===== config.mk =====
export PLATFORM = sky130hd
export DESIGN_NAME = seq_pattern_fsm
export DESIGN_NICKNAME = d
export VERILOG_FILES = /design/src/rtl/seq_pkg.sv /design/src/rtl/seq_pattern_next.sv /design/src/rtl/seq_pattern_fsm.sv
export SDC_FILE = /design/constraint.sdc
export NUM_CORES = 1
export LEC_CHECK = 0
export ABC_AREA = 0
export BUFFER_PORTS_ARGS = -buffer_cell sky130_fd_sc_hd__buf_2
export CORE_AREA = 2 2 39 41
export DETAILED_ROUTE_END_ITERATION = 10
export DIE_AREA = 0 0 41 43
export GPL_TIMING_DRIVEN = 0
export SLEW_MARGIN = 30
export SYNTH_ARGS = -nofsm -noshare
export SYNTH_HDL_FRONTEND = slang
export SYNTH_SLANG_ARGS = --single-unit

===== constraint.sdc =====
create_clock -name clk -period 3.3 [get_ports clk]
set_input_delay 0.66 -clock clk [delete_from_list [all_inputs] [get_ports clk]]
set_output_delay 0.66 -clock clk [all_outputs]
set_load 0.1 [all_outputs]

===== src/rtl/seq_pkg.sv =====
// rtl/seq_pkg.sv - shared helpers for the pattern detector: state width and elaborated KMP tables
package seq_pkg;

  localparam int MAX_W = 16;
  localparam int TW    = 5;

  typedef logic [MAX_W:0][TW-1:0]      fail_tab_t;
  typedef logic [MAX_W:0][1:0][TW-1:0] next_tab_t;

  function automatic int state_w(input int pat_w);
    return $clog2(pat_w + 1);
  endfunction

  // Bit i of the pattern in arrival order (i = 0 is received first).
  function automatic logic pat_bit(input logic [MAX_W-1:0] pattern, input int pat_w, input int i);
    logic [MAX_W-1:0] sh;
    sh = pattern >> (pat_w - 1 - i);
    return sh[0];
  endfunction

  // f[k] = longest proper prefix of the pattern that is also a suffix of its first k bits.
  function automatic fail_tab_t fail_table(input logic [MAX_W-1:0] pattern, input int pat_w);
    fail_tab_t f;
    int        k;
    int        n;
    f = '0;
    k = 0;
    for (int i = 1; i < pat_w; i++) begin
      for (int j = 0; j < MAX_W; j++)
        if (k > 0 && pat_bit(pattern, pat_w, i) != pat_bit(pattern, pat_w, k))
          k = int'(f[k[TW-1:0]]);
      if (pat_bit(pattern, pat_w, i) == pat_bit(pattern, pat_w, k))
        k++;
      n = i + 1;
      f[n[TW-1:0]] = k[TW-1:0];
    end
    return f;
  endfunction

  // Full transition function t[s][b] for states 0..pat_w-1; pat_w in the result means a hit.
  function automatic next_tab_t next_table(input logic [MAX_W-1:0] pattern, input int pat_w);
    fail_tab_t f;
    next_tab_t t;
    int        k;
    logic      bv;
    f = fail_table(pattern, pat_w);
    t = '0;
    for (int s = 0; s < pat_w; s++) begin
      for (int b = 0; b < 2; b++) begin
        bv = b[0];
        k  = s;
        for (int j = 0; j < MAX_W; j++)
          if (k > 0 && pat_bit(pattern, pat_w, k) != bv)
            k = int'(f[k[TW-1:0]]);
        if (pat_bit(pattern, pat_w, k) == bv)
          k++;
        t[s[TW-1:0]][b[0]] = k[TW-1:0];
      end
    end
    return t;
  endfunction

endpackage


===== src/rtl/seq_pattern_next.sv =====
// rtl/seq_pattern_next.sv - combinational next-state and hit decode from the elaborated transition table
module seq_pattern_next
  import seq_pkg::*;
#(
  parameter int               PAT_W   = 4,
  parameter logic [PAT_W-1:0] PATTERN = 4'b1101,
  parameter bit               OVERLAP = 1'b1,
  parameter bit               MOORE   = 1'b0,
  localparam int              SW      = state_w(PAT_W)
) (
  input  logic [SW-1:0] state,
  input  logic          din,
  input  logic          din_vld,
  input  logic          clr,
  output logic [SW-1:0] next_state,
  output logic          hit
);

  localparam fail_tab_t       FAIL     = fail_table(MAX_W'(PATTERN), PAT_W);
  localparam next_tab_t       NEXT     = next_table(MAX_W'(PATTERN), PAT_W);
  localparam logic [SW-1:0]   S_FULL   = SW'(PAT_W);
  localparam logic [SW-1:0]   S_RESUME = OVERLAP ? SW'(FAIL[TW'(PAT_W)]) : '0;

  logic [SW-1:0] base;
  logic [SW-1:0] adv;

  always_comb begin
    // The Moore MATCH state resumes from the post-match state before looking at din.
    base       = (state == S_FULL) ? S_RESUME : state;
    adv        = SW'(NEXT[TW'(base)][din]);
    hit        = 1'b0;
    next_state = state;
    if (clr) begin
      next_state = '0;
    end else if (din_vld) begin
      hit = (adv == S_FULL);
      if (hit)
        next_state = MOORE ? S_FULL : S_RESUME;
      else
        next_state = adv;
    end
  end

endmodule


===== src/rtl/seq_pattern_fsm.sv =====
// rtl/seq_pattern_fsm.sv - serial pattern detector top; match counter exists only when MATCH_CNT_EN is defined
module seq_pattern_fsm
  import seq_pkg::*;
#(
  parameter int               PAT_W   = 4,
  parameter logic [PAT_W-1:0] PATTERN = 4'b1101,
  parameter bit               OVERLAP = 1'b1,
  parameter bit               MOORE   = 1'b0,
  parameter int               CNT_W   = 8,
  localparam int              SW      = state_w(PAT_W)
) (
  input  logic             clk,
  input  logic             rst_n,
  input  logic             clr,
  input  logic             din_vld,
  input  logic             din,
  output logic             match,
  output logic [SW-1:0]    state_o,
  output logic [CNT_W-1:0] match_cnt
);

  localparam logic [SW-1:0] S_FULL = SW'(PAT_W);

  logic [SW-1:0] state_q;
  logic [SW-1:0] state_d;
  logic          hit;

  seq_pattern_next #(
    .PAT_W   (PAT_W),
    .PATTERN (PATTERN),
    .OVERLAP (OVERLAP),
    .MOORE   (MOORE)
  ) u_next (
    .state      (state_q),
    .din        (din),
    .din_vld    (din_vld),
    .clr        (clr),
    .next_state (state_d),
    .hit        (hit)
  );

  always_ff @(posedge clk or negedge rst_n) begin
    if (!rst_n)
      state_q <= '0;
    else
      state_q <= state_d;
  end

  assign state_o = state_q;
  assign match   = MOORE ? (state_q == S_FULL) : hit;

`ifdef MATCH_CNT_EN
  always_ff @(posedge clk or negedge rst_n) begin
    if (!rst_n)
      match_cnt <= '0;
    else if (clr)
      match_cnt <= '0;
    else if (hit && !(&match_cnt))
      match_cnt <= match_cnt + CNT_W'(1);
  end
`else
  logic unused_hit;
  assign unused_hit = hit;
  assign match_cnt  = '0;
`endif

endmodule


==> flow_metrics.py <==
metrics = {
    "synthesis": {
        "synth_ff_type": "dfrtp_1",
        "seq_area_frac_synth_pct": 24.6,
        "synth.top_cells.by_count": "8 x buf_4, 4 x nand2_1, 3 x dfrtp_1, 3 x ha_1",
        "synthCells": 35,
        "avgSynthCellArea_um2": 8.72,
        "yosysWarnings": 0,
        "synthTopCellsByArea": "dfrtp_1 25%, buf_4 20%, ha_1 12%",
        "synth_edf_count": 0,
        "synth_top_cell_by_area": "dfrtp_1",
        "ys_seq_elements": 3,
        "synthArstFlopShare_pct": 100,
        "yosysMostFrequentCell": "buf_4",
        "netlist_area_um2": 305,
        "synth.distinct_cells": 19,
        "yosys.area.top_type_share_pct": 24.6,
    },
    "clock_network": {
        "clk_pin_slew_worst_paths_ns": 0.04,
        "postCtsResizedCells": 0,
        "h-tree-depth": 1,
        "clkLatencyLatePin_ns": 0.23,
        "root_buffer": "clkbuf_4",
        "cts_num_sinks": 3,
        "cts_hold_buf": 0,
        "clockBufferDepth": 2,
        "cts_buffers": 3,
        "cts_tree": "done",
        "cts_setup_buffers": 0,
    },
    "global_route": {
        "grt_pass1_wl_um": 890,
        "overflow": 0,
        "track_usage_pct": 8.01,
        "grt_pass1_vias": 232,
        "grt_start_max_net_pins": 6,
        "antenna_found_initial": 0,
    },
    "die": {
        "start_util_pct": 22.1,
        "rows": 14,
        "die_x_um": 41,
        "io_pins": 17,
        "chipHeight_um": 43,
        "die_area_um2": 1760,
        "coreArea_um2": 1380,
    },
    "run": {
        "maxCapViolations": 0,
    },
    "pwr": {
        "power_density_nw_per_um2": 422,
        "worst_ir_drop_vdd_v": 0.000117,
        "leakage_nw": 0.249,
        "totalPowerFinal_mw": 0.180,
    },
    "sta": {
        "setup_slack_ns": 0.483,
        "hold-worst-slack_ns": 0.212,
        "setup_viol": 0,
        "hold_violations": 0,
        "tns_ns": 0,
        "fmax_mhz": 355,
        "period_share_pct": 85.4,
        "fin_crit_ns": 2.82,
        "final.setup_skew_ns": 0.00149,
        "rsz0062_at_grt": "false",
        "slew_viol_final": 0,
    },
    "route": {
        "drt_iter0_drc": 2,
        "viasPerCell": 3.73,
        "final_antenna_net_count": 0,
        "vias": 261,
        "drt-total-wl_um": 576,
        "wl_per_cell_um": 8.23,
        "drtPass1Iterations": 4,
        "drc": 0,
    },
    "setup_path": {
        "path_max_fanout": 5,
        "cp_cell_sequence": "inv_1 > a21o_1 > ha_1 > mux2i_1 > nor2b_4 > nor3b_4 > buf_2",
        "end_kind": "output port",
        "max_stage_delay_ns": 0.44,
        "critical_path_class": "reg -> out",
        "rr_worst_depth": 7,
        "arrival_ns": 2.16,
        "crit_required_ns": 2.64,
        "crit_slowest_cell": "buf_2",
        "startpoint_type": "flip-flop",
    },
    "place": {
        "portBuffers": 8,
        "placedCellCount": 66,
        "place.gp.congestion": 0.725,
        "hpwl_um": 452,
        "pre_cts_ws_ns": 0.737,
        "placed_area_um2": 399,
    },
    "finish": {
        "layout-drive-gt1-share_pct": 42.6,
        "areaGrowthSynthToFinish_pct": 39.3,
        "instances_no_fill": 70,
        "regArea_um2": 76.3,
        "n_antenna_cell": 0,
        "design_area_um2": 425,
        "largest_register_ffs": 3,
        "multi_input_area_um2": 191,
        "nFillCells": 145,
        "fin_util_pct": 30.7,
        "nets": 63,
    },
    "outcome": {
        "status": "complete, no violations",
    },
    "hold_path": {
        "min_path_type": "in -> async",
    },
}
## worst max-delay path: cells and delay by family, from the launching register on
family	cells	cell delay (ns)
compound gates	1	0.18
mux	1	0.19
flops	1	0.39
fa+ha+maj	1	0.31
simple gates	2	0.36
buf+inv	2	0.51
## power breakdown
| part | internal, mW | leakage, nW | switching (mW) |
|---|---|---|---|
| Clock | 0.0453 | 0.0150 | 0.0195 |
| Combinational | 0.0159 | 0.195 | 0.0591 |
| Sequential | 0.0383 | 0.0395 | 0.00141 |
| Total | 0.0995 | 0.249 | 0.0800 |
## routing by layer
| metal | share of wire (%) | routed length [um] | GRT usage [%] | vias up |
|---|---|---|---|---|
| li1 | - | - | - | 134 |
| met1 | 41 | 234 | 8.28 | 116 |
| met2 | 51 | 296 | 11.3 | 11 |
| met3 | 7.8 | 45 | 0 | 0 |
| met4 | 0 | 0 | 12.0 | 0 |
| met5 | 0 | 0 | 0 | - |
## kinds of logic after synthesis
kind of cell | count (synthesis) | share of synthesized area, %
mux | 1 | 3.28
flops | 3 | 24.6
simple gates | 10 | 21.7
buf+inv | 11 | 23.4
other cells | 1 | 1.23
compound gates | 6 | 13.5
fa+ha+maj | 3 | 12.3
## area by class of cell
cell class / count / area share [%]
Inverter: 2 / 1.76
Tap cell: 16 / 4.71
Multi-Input combinational cell: 28 / 45.0
Clock buffer: 4 / 6.18
Timing Repair Buffer: 8 / 9.41
Sequential cell: 3 / 17.9
Buffer: 9 / 15.0
## cell usage in the layout, fill, tap and decap left out, drive strengths merged
master,Yosys,routed
or2b,1,1
nor3b,1,1
inv,2,2
clkbuf,1,5
o21ai,3,3
o22ai,1,1
nand2,4,4
nand3b,1,1
buf,8,16
conb,1,8
ha,3,3
mux2i,1,1
a21o,1,1
dfrtp,3,3
nor2,1,1
nor2b,2,2
o31ai,1,1
## path summary, 6_finish.rpt
| check | endpoint | start | slack (ns) |
|---|---|---|---|
| worst min register to register | state_o[1] | state_o[1] | 0.55 |
| worst min-delay path | state_o[0] | rst_n | 0.21 |
| worst max-delay path | match | state_o[1] | 0.48 |
| max in group asynchronous | state_o[1] | rst_n | 2.97 |
| worst max register to register | state_o[0] | state_o[1] | 1.76 |
| min in group clk | state_o[1] | state_o[1] | 0.55 |
(Power assumes the default switching activity.)
